File: src/rtl/pc_redirect_ctrl.sv
// ---------------------------------------------------------------------------
// pc_redirect_ctrl
//
// Fetch program-counter sequencer for the single-issue core. Owns the fetch
// PC, advances it under a request/acknowledge handshake with instruction
// memory, redirects fetch to the resolved EX target on a taken branch/jump,
// flushes wrong-path IF/ID instructions, flags misaligned targets and counts
// accepted redirects.
//
// Optional feature macro: REDIRECT_BYPASS_EN
//   defined   : target is driven onto o_pc combinationally in the resolve
//               cycle, an ack in that cycle is honoured, FLUSH is skipped.
//   undefined : target is registered, one FLUSH cycle follows the redirect.
//
// Parameters
//   XLEN        PC / target width
//   RESET_PC    PC value loaded by reset
//
// Ports
//   i_clk        core clock, rising edge
//   i_rst        asynchronous active-high reset
//   i_ex_valid   EX holds a valid instruction
//   i_ex_ctrl    EX instruction is a branch or jump
//   i_jump_cntr  taken decision for the EX instruction
//   i_ex_target  resolved target address
//   i_stall      hazard stall, EX and PC hold
//   i_fetch_ack  instruction memory accepts o_pc this cycle
//   o_fetch_req  fetch request at o_pc
//   o_pc         fetch address
//   o_flush      kill instructions in IF and ID
//   o_redirect   one-cycle pulse, redirect accepted
//   o_misalign   one-cycle pulse, taken target not word aligned
//   o_taken_cnt  count of accepted redirects (wraps)
//
// state  | meaning
// -------+-----------------------------------------------------------------
// RUN    | sequential fetch, EX resolve events recognised
// FLUSH  | one cycle after a registered redirect, EX is a bubble, IF/ID killed
// ---------------------------------------------------------------------------
module pc_redirect_ctrl #(
    parameter int              XLEN     = 32,
    parameter logic [XLEN-1:0] RESET_PC = '0
) (
    input  logic            i_clk,
    input  logic            i_rst,
    input  logic            i_ex_valid,
    input  logic            i_ex_ctrl,
    input  logic            i_jump_cntr,
    input  logic [XLEN-1:0] i_ex_target,
    input  logic            i_stall,
    input  logic            i_fetch_ack,
    output logic            o_fetch_req,
    output logic [XLEN-1:0] o_pc,
    output logic            o_flush,
    output logic            o_redirect,
    output logic            o_misalign,
    output logic [15:0]     o_taken_cnt
);

    localparam logic [0:0] ST_RUN   = 1'b0;
    localparam logic [0:0] ST_FLUSH = 1'b1;

    localparam logic [XLEN-1:0] PC_STEP = {{(XLEN-3){1'b0}}, 3'b100};

    logic [0:0]      r_state;
    logic [0:0]      w_state_nxt;
    logic [XLEN-1:0] r_pc;
    logic [XLEN-1:0] w_pc_nxt;
    logic [XLEN-1:0] w_pc_plus4;
    logic [15:0]     r_taken_cnt;
    logic            r_fetch_req;

    logic            w_in_run;
    logic            w_event;
    logic            w_aligned;
    logic            w_taken;
    logic            w_misalign;
    logic            w_adv;

    // r_fetch_req is low during reset and the cycle that follows it, which
    // also keeps the combinational redirect outputs quiet until fetch starts.
    assign w_in_run   = (r_state == ST_RUN);
    assign w_event    = r_fetch_req & w_in_run & i_ex_valid & i_ex_ctrl
                      & i_jump_cntr & ~i_stall;
    assign w_aligned  = (i_ex_target[1:0] == 2'b00);
    assign w_taken    = w_event & w_aligned;
    assign w_misalign = w_event & ~w_aligned;
    assign w_adv      = i_fetch_ack & ~i_stall;
    assign w_pc_plus4 = r_pc + PC_STEP;

`ifdef REDIRECT_BYPASS_EN
    logic [XLEN-1:0] w_target_plus4;
    assign w_target_plus4 = i_ex_target + PC_STEP;

    always_comb begin
        w_state_nxt = ST_RUN;
        w_pc_nxt    = r_pc;
        if (w_taken) begin
            // memory sees the target this cycle, so its ack is valid
            w_pc_nxt = w_adv ? w_target_plus4 : i_ex_target;
        end else if (w_adv) begin
            w_pc_nxt = w_pc_plus4;
        end
    end

    assign o_pc = w_taken ? i_ex_target : r_pc;
`else
    always_comb begin
        w_state_nxt = ST_RUN;
        w_pc_nxt    = r_pc;
        if (w_taken) begin
            // the ack in this cycle was for the wrong-path PC and is dropped
            w_pc_nxt    = i_ex_target;
            w_state_nxt = ST_FLUSH;
        end else if (w_adv) begin
            w_pc_nxt = w_pc_plus4;
        end
    end

    assign o_pc = r_pc;
`endif

    always_ff @(posedge i_clk or posedge i_rst) begin
        if (i_rst) begin
            r_state     <= ST_RUN;
            r_pc        <= RESET_PC;
            r_taken_cnt <= '0;
            r_fetch_req <= 1'b0;
        end else begin
            r_state     <= w_state_nxt;
            r_pc        <= w_pc_nxt;
            r_fetch_req <= 1'b1;
            if (w_taken) begin
                r_taken_cnt <= r_taken_cnt + 16'd1;
            end
        end
    end

    assign o_fetch_req = r_fetch_req;
    assign o_flush     = w_taken | (r_state == ST_FLUSH);
    assign o_redirect  = w_taken;
    assign o_misalign  = w_misalign;
    assign o_taken_cnt = r_taken_cnt;

endmodule
File: config.mk
export PLATFORM = sky130hd
export DESIGN_NAME = pc_redirect_ctrl
export DESIGN_NICKNAME = d
export VERILOG_FILES = /design/src/rtl/pc_redirect_ctrl.sv
export SDC_FILE = /design/constraint.sdc
export NUM_CORES = 1
export LEC_CHECK = 0
export ABC_CLOCK_PERIOD_IN_PS = 1600
export BUFFER_PORTS_ARGS = -buffer_cell sky130_fd_sc_hd__buf_2
export CELL_PAD_IN_SITES_DETAIL_PLACEMENT = 0
export CELL_PAD_IN_SITES_GLOBAL_PLACEMENT = 2
export CORE_MARGIN = 8
export CORE_UTILIZATION = 27
export DETAILED_ROUTE_END_ITERATION = 8
export GPL_ROUTABILITY_DRIVEN = 0
export PLACE_DENSITY = 0.73
export SKIP_CTS_REPAIR_TIMING = 1
export SYNTH_ARGS = -nofsm -noshare
export SYNTH_HDL_FRONTEND = slang
export SYNTH_SLANG_ARGS = --single-unit
File: constraint.sdc
create_clock -name i_clk -period 1.6 [get_ports i_clk]
set_input_delay 0.16 -clock i_clk [delete_from_list [all_inputs] [get_ports i_clk]]
set_output_delay 0.16 -clock i_clk [all_outputs]
set_load 0.02 [all_outputs]
# After elaboration in Yosys (flattened, before gate mapping)
# Index checks and enable logic that the tools add are counted.
# totals
out_inout_bits,52
register_bits,50
input_bits,39
# classes
n_addsub,2
bitwise,12
reduce_logical,2
muxes,3
# ops
op,n
32-bit two-way mux,2
32-bit by 3-bit adder with 32-bit output (second input constant),1
16-bit by 1-bit adder with 16-bit output (second input constant),1
1-bit AND,8
1-bit inverter,3
2-bit logical NOT,1
2-bit nonzero test,1
1-bit two-way mux,1
1-bit bitwise OR,1

# Longest topological paths before layout
# depth
word_depth,8
depth_mapped,6
mapped_depth_nobuf,5

# Least setup slack after synthesis
# No wires, ideal clock.
# synth_timing
path_kind,reg2reg
start,reg r_pc[4] (netlist: o_pc[4])
end,reg r_pc[31] (netlist: o_pc[31])
t_required_ns,1.478
arrival_time_ns,1.540
stages_incl_launch_ff,7
path_slack_ns,-0.062
synth_period_minus_slack_ns,1.662
cell_sequence,dfrtp_1 and4_1 buf_4 nand4_4 nor4_4 xnor2_1 o21ai_2
# synth_via
elab_chain_len,3
# synth_rtl
item,line,rtl
"start, declared",67,logic [XLEN-1:0] r_pc;
"start signal, assigned",131,r_pc <= w_pc_nxt;
32-bit by 3-bit adder with 32-bit output,89,assign w_pc_plus4 = r_pc + PC_STEP;
32-bit two-way mux,115,end else if (w_adv) begin
32-bit two-way mux,111,if (w_taken) begin
# No other way between the ends. The select of a mux whose other input is x is not followed.
# A chain may end at the register's enable or synchronous reset.

# Final worst setup path
# layout_timing
start,reg r_state
end,out o_flush
# layout_via
elab_chain_len,8
# layout_rtl
item,line,rtl
"start, declared",65,logic [0:0] r_state;
"start signal, assigned",130,r_state <= w_state_nxt;
1-bit inverter,82,assign w_in_run = (r_state == ST_RUN);
1-bit AND (3 in series),83,assign w_event = r_fetch_req & w_in_run & i_ex_valid & i_ex_ctrl
1-bit AND (2 in series),84,& i_jump_cntr & ~i_stall;
1-bit AND,86,assign w_taken = w_event & w_aligned;
1-bit bitwise OR *,140,assign o_flush = w_taken | (r_state == ST_FLUSH);
"end, declared",54,"output logic o_flush,"
# Mark *: on every way between the ends. The rest lies on a longest branch, timed or not.

==> impl_metrics.py <==
metrics = {
    "run_status": {
        "status": "complete, but fails checks",
        "violations": "negative setup slack",
    },
    "timing": {
        "finalHoldViolCount": 0,
        "drv_slew": 0,
        "fin_skew_ns": 0.0109,
        "tns_ns": -0.946,
        "max_freq_mhz": 575,
        "setup_viol": 26,
        "rsz0062_at_grt": "yes",
        "layout_min_cycle_time_ns": 1.74,
        "final.setup.worst_slack_ns": -0.140,
        "post-route-period-util": 1.09,
    },
    "synth": {
        "synth_warnings": 0,
        "syn-mean-instance-area_sq_um": 10.2,
        "synth_area_sq_um": 2640,
        "synth-main-ff-cell": "dfrtp_1",
        "syn_nets": 300,
        "netlist_top_cells_area": "dfrtp_1, xnor2_1, nand2_1",
        "yosysTopAreaCellShare": 0.473,
        "synth-edff-count": 0,
        "yosysTopAreaCell": "dfrtp_1",
        "ys_types": 39,
        "ys_async_sr_fraction": 1.00,
        "ys_ff_latch": 50,
        "postSynthCellCount": 259,
        "synth_seq_area_share": 0.473,
    },
    "global_route": {
        "grt_use_met2": 0.175,
        "grt_antenna_before_repair": 0,
        "grtUsageMet1": 0.146,
        "grt_pass1_vias": 2311,
        "top_usage_layer": "met2",
        "grt_overflow": 0,
        "grtUsageTotal": 0.111,
        "grt_max_degree": 34,
        "use_met3": 0.0336,
        "grt_pass1_wl_um": 11800,
    },
    "min_path": {
        "hold_class": "input pin to flip-flop",
    },
    "route": {
        "wire_per_inst_um": 14.0,
        "antenna_left": 0,
        "first_iter_violations": 84,
        "finalWirelength_um": 7410,
        "route.detailed.drc": 0,
        "dr.pass1.iters": 4,
        "viasPerCell": 4.30,
        "vias": 2270,
    },
    "clock_tree": {
        "clkTransAtPathRegs_ns": 0.10,
        "cts_buffers": 5,
        "clock_latency_ns": 0.30,
        "h-tree-depth": 2,
        "clock_sinks": 50,
        "cts_tree": "done",
        "cts_max_path_buffers": 2,
        "root_buffer": "clkbuf_8",
    },
    "worst_setup_path": {
        "crit_type": "flip-flop to output port",
        "cp_max_fo": 5,
        "crit_chain": "and4b_2, nand4b_4, buf_6, nand2b_4, buf_6",
        "start_kind": "flip-flop",
        "crit_slowest_cell": "dfrtp_1",
        "arrival_ns": 1.58,
        "cp_common_cell": "buf_6",
        "max_stage_delay_ns": 0.40,
        "cp-end-kind": "output port",
        "required_ns": 1.44,
    },
    "power": {
        "leakagePower_nw": 1.91,
        "power_density_nw_per_um2": 937,
        "vdd_ir_drop_max_uv": 440,
    },
    "die": {
        "fp.coreArea_sq_um": 9640,
        "die_x_um": 115,
        "fp.dieH_um": 115,
        "io_pins": 91,
        "initial_core_util": 0.274,
        "rows": 36,
        "dieArea_sq_um": 13200,
    },
    "cells_and_area": {
        "drive_gt1_frac": 0.486,
        "n_antenna_cell": 0,
        "utilization": 0.406,
        "syn_to_final_growth_pct": 47.9,
        "nets": 435,
        "fill_cells": 1010,
    },
    "placed_design": {
        "io_buffers": 90,
        "place_hpwl_um": 5700,
        "dp_slack_ns": -0.0321,
    },
    "job": {
        "drv_cap": 0,
    },
}
worst max-delay path: cells and delay by family, from the launching register on:
family | cells | cell delay, ns
buffers and inverters | 2 | 0.30
DFF | 1 | 0.40
and+or+nand+nor | 3 | 0.59
synthesized netlist by cell type, types with 2 or more instances:
cell,number
o21ai_2,2
and2_1,3
nor3b_1,2
nand3_1,12
nor3_1,6
nand4_1,7
and4b_1,2
and4_1,5
nor3_2,2
dfrtp_1,50
nand4_4,5
o21ai_1,8
xnor2_1,34
buf_2,3
clkbuf_1,4
xor2_1,10
nor2_1,9
nand2_1,47
and4_2,2
nor4_2,2
ha_1,2
inv_1,6
o21ai_0,20
layer usage:
layer,up-vias,part of all wire,routed length [um]
met2,60,0.47,3490
met5,-,0,0
met1,1055,0.46,3420
met3,2,0.061,454
li1,1153,-,-
met4,0,0.0063,47
registers in the layout, indices dropped and copies added, names as in the netlist:
register	count
o_taken_cnt	16
o_fetch_req	1
r_state	1
o_pc	32
power by group:
part / total, mW / switching, mW / internal [mW]
registers: 1.56 / 0.122 / 1.44
clock network: 0.912 / 0.446 / 0.466
logic: 1.19 / 0.663 / 0.528
final timing paths:
kind                            startpoint               to  slack (ns)  depth (start not counted)
setup / recovery                   r_state          o_flush       -0.14                          5
hold / removal             i_ex_target[18]         o_pc[18]        0.05                          3
setup reg to reg                   r_state  o_taken_cnt[11]       -0.11                          5
hold reg to reg            o_taken_cnt[15]  o_taken_cnt[15]        0.48                          1
max in group asynchronous            i_rst          o_pc[4]        0.67                          4
min in group asynchronous            i_rst         o_pc[17]        0.39                          3
layout make-up:
| type | count | area, sq um | share of cell area |
|---|---|---|---|
| timing repair buffer | 139 | 931 | 0.238 |
| tap | 133 | 166 | 0.0425 |
| multi-input combinational | 191 | 1410 | 0.361 |
| sequential | 50 | 1260 | 0.322 |
| clock buffer | 5 | 68.8 | 0.0176 |
| clock inverter | 3 | 45.0 | 0.0115 |
| inverter | 7 | 31.3 | 0.00800 |
cell families after synthesis:
kind of cell,synth area share
XOR/XNOR,0.146
adder cells (fa/ha/maj),0.00946
buffers and inverters,0.0331
multiplexers,0.00379
other,0.00142
AO/OA/AOI/OAI,0.0596
flip-flops,0.473
AND/OR/NAND/NOR,0.274
metrics by stage:
step / std cells / power (mW) / hold WS (ns) / instance area, sq um
4_1_cts: 515 / 3.72 / -0.141 / 3670
3_5_place_dp: 507 / 2.77 / 0.195 / 3550
2_1_floorplan: 259 / 2.21 / 0.277 / 2660
6_report: 528 / 3.66 / 0.0477 / 3910
5_1_grt: 528 / 3.92 / 0.0489 / 3910
3_3_place_gp: 507 / 2.76 / 0.187 / 3550
layout by cell type, fill, tap and decap left out, types with 2 or more instances in the layout:
cell	instances
nand2_1	43
buf_6	6
dfrtp_2	6
dfrtp_1	44
ha_1	2
buf_2	87
buf_4	39
and4_2	2
nor2_2	2
o21ai_1	11
buf_12	5
nor3_1	2
and4_1	4
xnor2_1	33
nor3_2	3
nand4_1	7
and2_1	3
nor4_4	2
clkinvlp_4	2
o21ai_2	4
clkbuf_8	5
nand3_1	11
nand2_2	4
nor2_1	7
o21ai_0	15
nor3_4	4
inv_1	5
nand4_4	5
xor2_1	10
(Power assumes the default switching activity.)
